==> src/rtl/dcache_ctrl.sv <==
// Blocking direct-mapped write-through / no-write-allocate data cache controller driving a dual-port cache SRAM.
// Optional invalidation walk compiled in with `define DCACHE_FLUSH_EN.
module dcache_ctrl #(
    parameter int INDEX_W    = 9,
    parameter int TAG_W      = 32 - 4 - INDEX_W,
    parameter int LINE_W     = 148,
    parameter int NUM_WMASKS = 16
) (
    input  logic                  clk,
    input  logic                  rst_n,
    // core request / response
    input  logic                  req_valid,
    output logic                  req_ready,
    input  logic                  req_we,
    input  logic [31:0]           req_addr,
    input  logic [31:0]           req_wdata,
    input  logic [3:0]            req_be,
    output logic                  resp_valid,
    output logic [31:0]           resp_rdata,
    // cache SRAM
    output logic                  sram_csb0,
    output logic                  sram_web0,
    output logic [NUM_WMASKS-1:0] sram_wmask0,
    output logic [INDEX_W-1:0]    sram_addr0,
    output logic [LINE_W-1:0]     sram_din0,
    input  logic [LINE_W-1:0]     sram_dout0,
    output logic                  sram_csb1,
    output logic [INDEX_W-1:0]    sram_addr1,
    // backing memory
    output logic                  mem_req_valid,
    input  logic                  mem_req_ready,
    output logic                  mem_req_we,
    output logic [31:0]           mem_req_addr,
    output logic [31:0]           mem_req_wdata,
    output logic [3:0]            mem_req_be,
    input  logic                  mem_resp_valid,
    input  logic [127:0]          mem_resp_data,
    // invalidation walk
    input  logic                  flush_req,
    output logic                  flush_busy
);

    // Handshakes: a transfer happens on a rising edge where valid and ready are
    // both high; valid is never withdrawn and its payload never changes until then.
    typedef enum logic [3:0] {
        S_IDLE,
        S_LOOKUP,
        S_REFILL_REQ,
        S_REFILL_WAIT,
        S_FILL_WR,
        S_STORE_WR,
        S_WT_REQ,
        S_WT_WAIT
`ifdef DCACHE_FLUSH_EN
        , S_FLUSH
`endif
    } state_t;

    state_t        state_q, state_d;
    logic [31:0]   addr_q, addr_d;
    logic          we_q, we_d;
    logic [31:0]   wdata_q, wdata_d;
    logic [3:0]    be_q, be_d;
    logic [127:0]  line_q, line_d;
    logic          resp_valid_q, resp_valid_d;
    logic [31:0]   resp_rdata_q, resp_rdata_d;

    logic [TAG_W-1:0]   req_tag;
    logic [INDEX_W-1:0] req_index;
    logic [1:0]         word_sel;
    logic               hit;

`ifdef DCACHE_FLUSH_EN
    logic [INDEX_W-1:0] flush_idx_q, flush_idx_d;
`else
    logic unused_flush_req;
    assign unused_flush_req = flush_req;
`endif

    function automatic logic [31:0] sel_word(input logic [127:0] line, input logic [1:0] ws);
        return line[{ws, 5'b0} +: 32];
    endfunction

    function automatic logic [127:0] merge_store(input logic [127:0] line, input logic [1:0] ws,
                                                 input logic [31:0] wd, input logic [3:0] be);
        logic [127:0] m;
        m = line;
        for (int b = 0; b < 4; b++) begin
            if (be[b]) m[{ws, 5'b0} + b * 8 +: 8] = wd[b * 8 +: 8];
        end
        return m;
    endfunction

    assign req_tag   = addr_q[31:INDEX_W+4];
    assign req_index = addr_q[INDEX_W+3:4];
    assign word_sel  = addr_q[3:2];
    assign hit       = sram_dout0[LINE_W-1] && (sram_dout0[LINE_W-2 -: TAG_W] == req_tag);

    assign resp_valid = resp_valid_q;
    assign resp_rdata = resp_rdata_q;
    assign sram_csb1  = 1'b1;
    assign sram_addr1 = '0;

`ifdef DCACHE_FLUSH_EN
    assign flush_busy = (state_q == S_FLUSH);
`else
    assign flush_busy = 1'b0;
`endif

    always_comb begin
        state_d       = state_q;
        addr_d        = addr_q;
        we_d          = we_q;
        wdata_d       = wdata_q;
        be_d          = be_q;
        line_d        = line_q;
        resp_valid_d  = 1'b0;
        resp_rdata_d  = resp_rdata_q;
        req_ready     = 1'b0;
        sram_csb0     = 1'b1;
        sram_web0     = 1'b1;
        sram_wmask0   = '0;
        sram_addr0    = '0;
        sram_din0     = '0;
        mem_req_valid = 1'b0;
        mem_req_we    = 1'b0;
        mem_req_addr  = '0;
        mem_req_wdata = '0;
        mem_req_be    = '0;
`ifdef DCACHE_FLUSH_EN
        flush_idx_d   = flush_idx_q;
`endif

        case (state_q)
            S_IDLE: begin
`ifdef DCACHE_FLUSH_EN
                // A pending flush wins; the core is held off so no request is dropped.
                if (flush_req) begin
                    flush_idx_d = '0;
                    state_d     = S_FLUSH;
                end else
`endif
                begin
                    req_ready = 1'b1;
                    if (req_valid) begin
                        addr_d     = req_addr;
                        we_d       = req_we;
                        wdata_d    = req_wdata;
                        be_d       = req_be;
                        sram_csb0  = 1'b0;
                        sram_addr0 = req_addr[INDEX_W+3:4];
                        state_d    = S_LOOKUP;
                    end
                end
            end

            S_LOOKUP: begin
                if (hit) begin
                    if (we_q) begin
                        line_d  = merge_store(sram_dout0[127:0], word_sel, wdata_q, be_q);
                        state_d = S_STORE_WR;
                    end else begin
                        resp_valid_d = 1'b1;
                        resp_rdata_d = sel_word(sram_dout0[127:0], word_sel);
                        state_d      = S_IDLE;
                    end
                end else begin
                    state_d = we_q ? S_WT_REQ : S_REFILL_REQ;
                end
            end

            S_REFILL_REQ: begin
                mem_req_valid = 1'b1;
                mem_req_addr  = {addr_q[31:4], 4'b0};
                if (mem_req_ready) state_d = S_REFILL_WAIT;
            end

            S_REFILL_WAIT: begin
                // Response is registered so it lines up with the fill write cycle.
                if (mem_resp_valid) begin
                    line_d       = mem_resp_data;
                    resp_valid_d = 1'b1;
                    resp_rdata_d = sel_word(mem_resp_data, word_sel);
                    state_d      = S_FILL_WR;
                end
            end

            S_FILL_WR, S_STORE_WR: begin
                sram_csb0   = 1'b0;
                sram_web0   = 1'b0;
                sram_wmask0 = '1;
                sram_addr0  = req_index;
                sram_din0   = {1'b1, req_tag, line_q};
                state_d     = (state_q == S_FILL_WR) ? S_IDLE : S_WT_REQ;
            end

            S_WT_REQ: begin
                mem_req_valid = 1'b1;
                mem_req_we    = 1'b1;
                mem_req_addr  = addr_q;
                mem_req_wdata = wdata_q;
                mem_req_be    = be_q;
                if (mem_req_ready) state_d = S_WT_WAIT;
            end

            S_WT_WAIT: begin
                if (mem_resp_valid) begin
                    resp_valid_d = 1'b1;
                    state_d      = S_IDLE;
                end
            end

`ifdef DCACHE_FLUSH_EN
            S_FLUSH: begin
                sram_csb0   = 1'b0;
                sram_web0   = 1'b0;
                sram_wmask0 = '1;
                sram_addr0  = flush_idx_q;
                flush_idx_d = flush_idx_q + 1'b1;
                if (flush_idx_q == {INDEX_W{1'b1}}) state_d = S_IDLE;
            end
`endif

            default: state_d = S_IDLE;
        endcase
    end

    always_ff @(posedge clk or negedge rst_n) begin
        if (!rst_n) begin
            state_q      <= S_IDLE;
            addr_q       <= '0;
            we_q         <= 1'b0;
            wdata_q      <= '0;
            be_q         <= '0;
            line_q       <= '0;
            resp_valid_q <= 1'b0;
            resp_rdata_q <= '0;
`ifdef DCACHE_FLUSH_EN
            flush_idx_q  <= '0;
`endif
        end else begin
            state_q      <= state_d;
            addr_q       <= addr_d;
            we_q         <= we_d;
            wdata_q      <= wdata_d;
            be_q         <= be_d;
            line_q       <= line_d;
            resp_valid_q <= resp_valid_d;
            resp_rdata_q <= resp_rdata_d;
`ifdef DCACHE_FLUSH_EN
            flush_idx_q  <= flush_idx_d;
`endif
        end
    end

endmodule

==> config.mk <==
export PLATFORM = sky130hd
export DESIGN_NAME = dcache_ctrl
export DESIGN_NICKNAME = d
export VERILOG_FILES = /design/src/rtl/dcache_ctrl.sv
export SDC_FILE = /design/constraint.sdc
export NUM_CORES = 1
export LEC_CHECK = 0
export CAP_MARGIN = 25
export CORE_AREA = 5 5 249 251
export DETAILED_ROUTE_END_ITERATION = 8
export DIE_AREA = 0 0 254 256
export PLACE_DENSITY = 0.62
export SYNTH_ARGS = -nofsm -noshare
export SYNTH_HDL_FRONTEND = slang
export SYNTH_SLANG_ARGS = --single-unit
==> constraint.sdc <==
create_clock -name clk -period 3.3 [get_ports clk]
set_clock_uncertainty 0.15 [all_clocks]
set_input_delay 0.33 -clock clk [delete_from_list [all_inputs] [get_ports clk]]
set_output_delay 0.33 -clock clk [all_outputs]
set_load 0.01 [all_outputs]
==> run_results.csv <==
group,metric,value,unit
synth,synth_mux_area_share,28.6,%
sta,clock.fmax,315,MHz
routing,routed_wl,73800,um
synth,ys_top_cells_by_count,"235 x mux2_2, 233 x dfrtp_1, 182 x and2_1",
worst_setup_path,critPathCaptureType,"primary output",
global_routing,grt_pass1_wl,106000,um
floorplan,core-area,59700,um2
global_routing,grt_use_total,21.4,%
synth,synth_warnings,0,
placed_design,gp_congestion,0.889,
power_and_ir_drop,p_switching,8110,uW
worst_setup_path,r2r-end,"line_q[33]$_DFFE_PN0P_",
min_path,hold_path.class,"in -> reg",
flow_run,maxCapViolations,0,
finish,drive_gt1_share,22.2,%
placed_design,dp_hpwl,55200,um
power_and_ir_drop,max-vdd-ir-drop,0.427,mV
floorplan,start_util,26.1,%
placed_design,dpl_cell_area,22800,um2
synth,synth_edf_count,0,
synth,synth-adder-area-share,0.482,%
synth,netlist_area,15600,um2
clocking,clk_pin_slew_worst_paths,0.06,ns
synth,syn-instance-count,1501,
sta,period_share,96.3,%
clocking,cts_root_buffer,"clkbuf_16",
synth,synth_top_family_by_area,"multiplexers",
clocking,clock_sinks,233,
finish,syn_to_final_growth,53.7,%
routing,via_per_inst,5.18,
worst_setup_path,cp-startpoint,"state_q[2]$_DFFE_PN0P_",
routing,vias,15038,
finish,nets,2445,
global_routing,grt_start_max_net_pins,101,
global_routing,grtUsageMet3,5.88,%
power_and_ir_drop,p_seq_share,27.9,%
sta,setup_viol,0,
global_routing,grt_util_met1,25.8,%
power_and_ir_drop,powerDensity,847,nW/um2
global_routing,met2_usage,35.4,%
finish,fin_area,23900,um2
floorplan,die_h,256,um
worst_setup_path,critPathArrivalTime,2.70,ns
clocking,cts_inserted_buffers,30,
floorplan,pin_count,641,
synth,synthSimpleGateAreaFrac,17.9,%
synth,synth_top_cell_area_share,37.4,%
synth,synth_cell_type_count,49,
run_status,outcome,"complete, no violations",
synth,avgSynthCellArea,10.4,um2
clocking,clk_path_buf_depth,3,
sta,finalHoldViolCount,0,
synth,synth_top_cells_by_area,"dfrtp_1 37%, mux2_2 17%, mux4_2 9.3%",
synth,synthArstFlopShare,100,%
routing,ant_nets,0,
sta,min_period,3.18,ns
power_and_ir_drop,leakagePower,0.00938,uW
synth,yosys.area_share.xor_xnor,1.01,%
worst_setup_path,crit_type,"reg -> out",
finish,final-seq-area,5840,um2
worst_setup_path,worstPathRequired,2.82,ns
floorplan,rows,90,
clocking,htree_levels,1,
sta,tightest_slew,0.891,ns
routing,post_drt_wl_per_cell,25.5,um
finish,fillers,5819,
synth,synthFlopType,"dfrtp_1",
clocking,tritoncts,"done",
finish,fin_util,40.1,%
synth,yosysSeqAreaShare,37.4,%
synth,yosys.area.top_type,"dfrtp_1",
routing,dr.pass1.iters,5,
sta,slew_headroom,40.6,%
synth,synth_compound_area_share,8.93,%
synth,synth_seq_cells,233,
power_and_ir_drop,p_int,12200,uW
worst_setup_path,r2r-start,"addr_q[2]$_DFFE_PN0P_",
routing,drt_iter0_drc,1125,
global_routing,grt_pass1_vias,15874,
worst_setup_path,startpoint_type,"flop",
routing,drc_errors,0,
worst_setup_path,path_max_fanout,100,
sta,fin_tns_setup,0,ns
power_and_ir_drop,power_frac_comb,54.6,%
worst_setup_path,reg2reg_depth,7,
power_and_ir_drop,switching_share,40.0,%
power_and_ir_drop,clkPwrFrac,17.6,%
sta,drv_slew,0,
clocking,insertion_delay,0.58,ns
floorplan,die_area,65000,um2
floorplan,fp.dieW,254,um
min_path,holdPathEnd,"addr_q[2]$_DFFE_PN0P_",
global_routing,overflow,0,
min_path,hold_start,"req_addr[2]",
global_routing,grt-busiest-layer,"met2",
finish,multi_input_area,8970,um2
min_path,hold_path_depth,3,
global_routing,antenna_found_initial,12,
worst_setup_path,ff2ff_setup_slack,0.34,ns
synth,yosysMostFrequentCell,"mux2_2",
placed_design,port_buffers,628,
sta,rsz0062_at_grt,"no",
-- cell type report --
class	instances	area share [%]
diodes	7	0.0732
clock buffers	36	3.53
clock inverters	20	0.915
inverters	5	0.0784
multi-input cells	1118	37.5
flip-flops and latches	233	24.4
well taps	782	4.09
repair buffers	700	29.5
-- through the flow --
step	total power (uW)	instances	worst slack [ns]	hold slack [ns]
floorplan	11600	1510	0.339	-0.116
finish	20300	2901	0.123	0.180
CTS	20500	2894	0.00204	0.138
global placement	16600	2836	0.136	0.299
global route	21500	2900	0.0187	0.173
detailed placement	16800	2836	0.141	0.308
-- layer usage --
metal	routed length [um]	up-vias
li1	-	6558
met1	27900	7376
met2	35000	895
met3	7030	207
met4	3920	2
met5	11	-
-- power by group through the flow --
stage                     Combinational [uW]  Clock [uW]  Sequential (uW)
after floorplan                         6440           0             5130
after global placement                 10900           0             5620
after detailed placement               11100           0             5660
after CTS                              11200        3670             5640
after global routing                   11800        3780             5840
final                                  11100        3560             5650
-- worst max-delay path by stage --
| stage | endpoint | slack [ns] | depth (start not counted) |
|---|---|---|---|
| after floorplan | line_q[0]$_DFFE_PN0P_ | 0.34 | 9 |
| after global placement | line_q[110]$_DFFE_PN0P_ | 0.14 | 8 |
| after detailed placement | line_q[15]$_DFFE_PN0P_ | 0.14 | 8 |
| after CTS | sram_addr0[6] | 0.002 | 6 |
| after global routing | sram_din0[123] | 0.02 | 4 |
| final | sram_din0[123] | 0.12 | 4 |
-- cells by family (layout without fill, tap and decap cells) --
group,Yosys count,count (layout)
XOR/XNOR,18,18
adder cells (fa/ha/maj),6,6
other,2,18
AO/OA/AOI/OAI,224,224
buffers and inverters,159,761
flip-flops,233,233
AND/OR/NAND/NOR,536,536
multiplexers,323,323
-- registers in the layout, indices dropped and copies added (netlist names) --
register,cells
addr_q,32
be_q,4
line_q,128
resp_rdata,32
resp_valid,1
state_q,3
wdata_q,32
we_q,1
-- critical path, cell delays in order (launching register included) --
cell and delay, ns:
dfrtp_4 0.58, nor2b_4 0.26, buf_12 0.29, and2_1 0.28
clkdlybuf4s50_1 0.61
-- what timing repair did --
action                                  in CTS  in global routing
hold buffers                                 1                  0
setup buffers                                1                  0
endpoints found under the setup margin      10                 10
cloned                                       0                  0
hold endpoints to repair                    88                  0
gates resized for setup                      2                  3
-- cells in the final DEF (no fill, tap or decap), types with 53 or more instances in the layout --
master	netlist	final
a21oi_1	147	147
and2_1	182	182
buf_4	36	53
clkdlybuf4s50_1	0	627
dfrtp_1	233	230
mux2_2	235	235
mux4_2	64	64
nand3_1	76	76
nor2_1	171	171
Note: power is estimated with default switching activity, not from simulation.
==> RTL change, RTL diff (same settings) <==
Change the parameter `NUM_WMASKS` from 16 to 15.
--- a/src/rtl/dcache_ctrl.sv
+++ b/src/rtl/dcache_ctrl.sv
@@ -5,5 +5,5 @@
     parameter int TAG_W      = 32 - 4 - INDEX_W,
     parameter int LINE_W     = 148,
-    parameter int NUM_WMASKS = 16
+    parameter int NUM_WMASKS = 15
 ) (
     input  logic                  clk,
Ports: changed (resized sram_wmask0); port bits go from 641 to 640. No check against the original RTL was run, so the function may have changed too.
==> RTL change against the original RTL <==
  * Setup slack got worse by 26 ps
  * Sequential share of layout area rose by 0.061 points
  * Via count fell by 1.2%
  * Total power fell by 0.86%
  * Final area fell by 0.27%
  * Core utilization fell by 0.11 points
  * Count of clock-buffer cells in the layout rose by 10
  * Highest routed layer unchanged
  * Wire length fell by 1.3%
  * Sequential cell count did not move
  * Largest power group unchanged
  * Area after synthesis barely moved
  * Critical path type unchanged
  * Register-to-register slack improved by 130 ps
==> RTL change: results (changes against the original RTL) <==
Logic synthesis
  • Mean post-synth cell area: 10.4 sq um (about the same)
  • Post-synthesis sequential area ratio: 0.374 (about the same)
  • Top post-synthesis cells by area: dfrtp_1, mux2_2, mux4_2 (unchanged)

Run status
  • Status: finished clean (unchanged)

Cells and area
  • Layout cell share with drive strength beyond 1: 0.215 (was 0.222)
  • Final #Nets: 2438 (was 2445)
  • Number of fill cells: 5845 (was 5819)
  • Post-Layout Cell Count: 2895 (was 2901)

Placement
  • Placement Cell Area: 0.0227 sq mm (was 0.0228 sq mm)
  • Port Buffers: 627 (was 628)
  • Gpl congestion: 0.892 (was 0.889)
  • Placed cell count: 2827 (was 2836)

Power and ir drop
  • P_sw: 7.99 mW (was 8.11 mW)
  • Worst VDD drop: 469 uV (was 427 uV)
  • P_leak: 9.34 nW (was 9.38 nW)

Critical path
  • Slowest stage delay, CP: 560 ps (was 610 ps)
  • Critical Path AT: 2720 ps (was 2700 ps)
  • CP Max Fanout: 75 (was 100)

Global route
  • Vias in the first global route: 15.7k (was 15.9k)
  • First-pass GRT wire length: 105 mm (was 106 mm)
  • Global Route Usage Sum: 0.211 (was 0.214)

Routing
  • Final WL: 72.9 mm (was 73.8 mm)
  • DR iter-0 viols: 1127 (was 1125)

Worst hold path
  • Hold Path Class: input port to asynchronous set/reset pin (was input port to flip-flop)

STA
  • Slew Limit Headroom: 0.415 (was 0.406)
RTL change: cell count changes after synthesis:
cell / unedited run / this run
buf_4: 36 / 35
RTL change: cell families after synthesis:
logic type / share of synthesized area
flops: 0.374
mux: 0.286
simple gates: 0.179
fa+ha+maj: 0.00482
other cells: 0.000482
xor+xnor: 0.0101
buf+inv: 0.0565
compound gates: 0.0894
RTL change: path summary, 6_finish.rpt:
check                            startpoint             end  slack [ps]  depth (start not counted)
worst max register to register   addr_q[15]      line_q[54]         470                          7
max in group asynchronous             rst_n      line_q[80]        1970                          3
worst max-delay path             state_q[2]   sram_din0[73]         100                          6
worst min-delay path                  rst_n  resp_rdata[14]          80                          2
worst min register to register    line_q[2]       line_q[2]         350                          1
min in group clk                req_addr[2]       addr_q[2]         200                          3
RTL change: worst max-delay path, delay by kind of cell, from the launching register on:
kind / cells / cell delay, ps
flops: 1 / 400
simple gates: 2 / 470
buf+inv: 4 / 1210
RTL change: timing repair:
item / 4_1_cts / 5_1_grt
resized for setup: 2 / 4
hold endpoints to repair: 135 / 0
hold buffers: 1 / 0
cloned: 0 / 1
endpoints found under the setup margin: 23 / 5
setup buffers: 0 / 2
RTL change: cell type report:
type / instances / area [sq um] / area share
Multi-Input combinational cell: 1118 / 8960 / 0.375
Timing Repair Buffer: 693 / 7020 / 0.294
Sequential cell: 233 / 5840 / 0.244
Tap cell: 782 / 978 / 0.0410
Clock buffer: 46 / 912 / 0.0382
Clock inverter: 8 / 115 / 0.00482
Antenna cell: 10 / 25.0 / 0.00105
Inverter: 5 / 18.8 / 0.000786
RTL change: per-stage QoR:
step	setup TNS, ps	hold slack (ps)
after CTS	0	83.3
after global placement	0	96.1
after global routing	-14.6	93.7
after detailed placement	0	96.0
final	0	83.6
after floorplan	0	-116
RTL change: power groups by stage:
stage | sequential (mW) | combinational (mW) | clock, mW
finish | 5.59 | 11.1 | 3.45
global route | 5.78 | 11.8 | 3.65
floorplan | 5.13 | 6.44 | 0
global placement | 5.56 | 10.9 | 0
detailed placement | 5.60 | 11.0 | 0
CTS | 5.58 | 11.1 | 3.54
RTL change: per-layer routing:
| layer | up-vias | routed length, um | GRT usage |
|---|---|---|---|
| li1 | 6530 | - | - |
| met1 | 7292 | 28100 | 0.261 |
| met2 | 875 | 35200 | 0.352 |
| met3 | 158 | 6800 | 0.0543 |
| met4 | 4 | 2800 | 0.0816 |
| met5 | - | 21 | 0 |
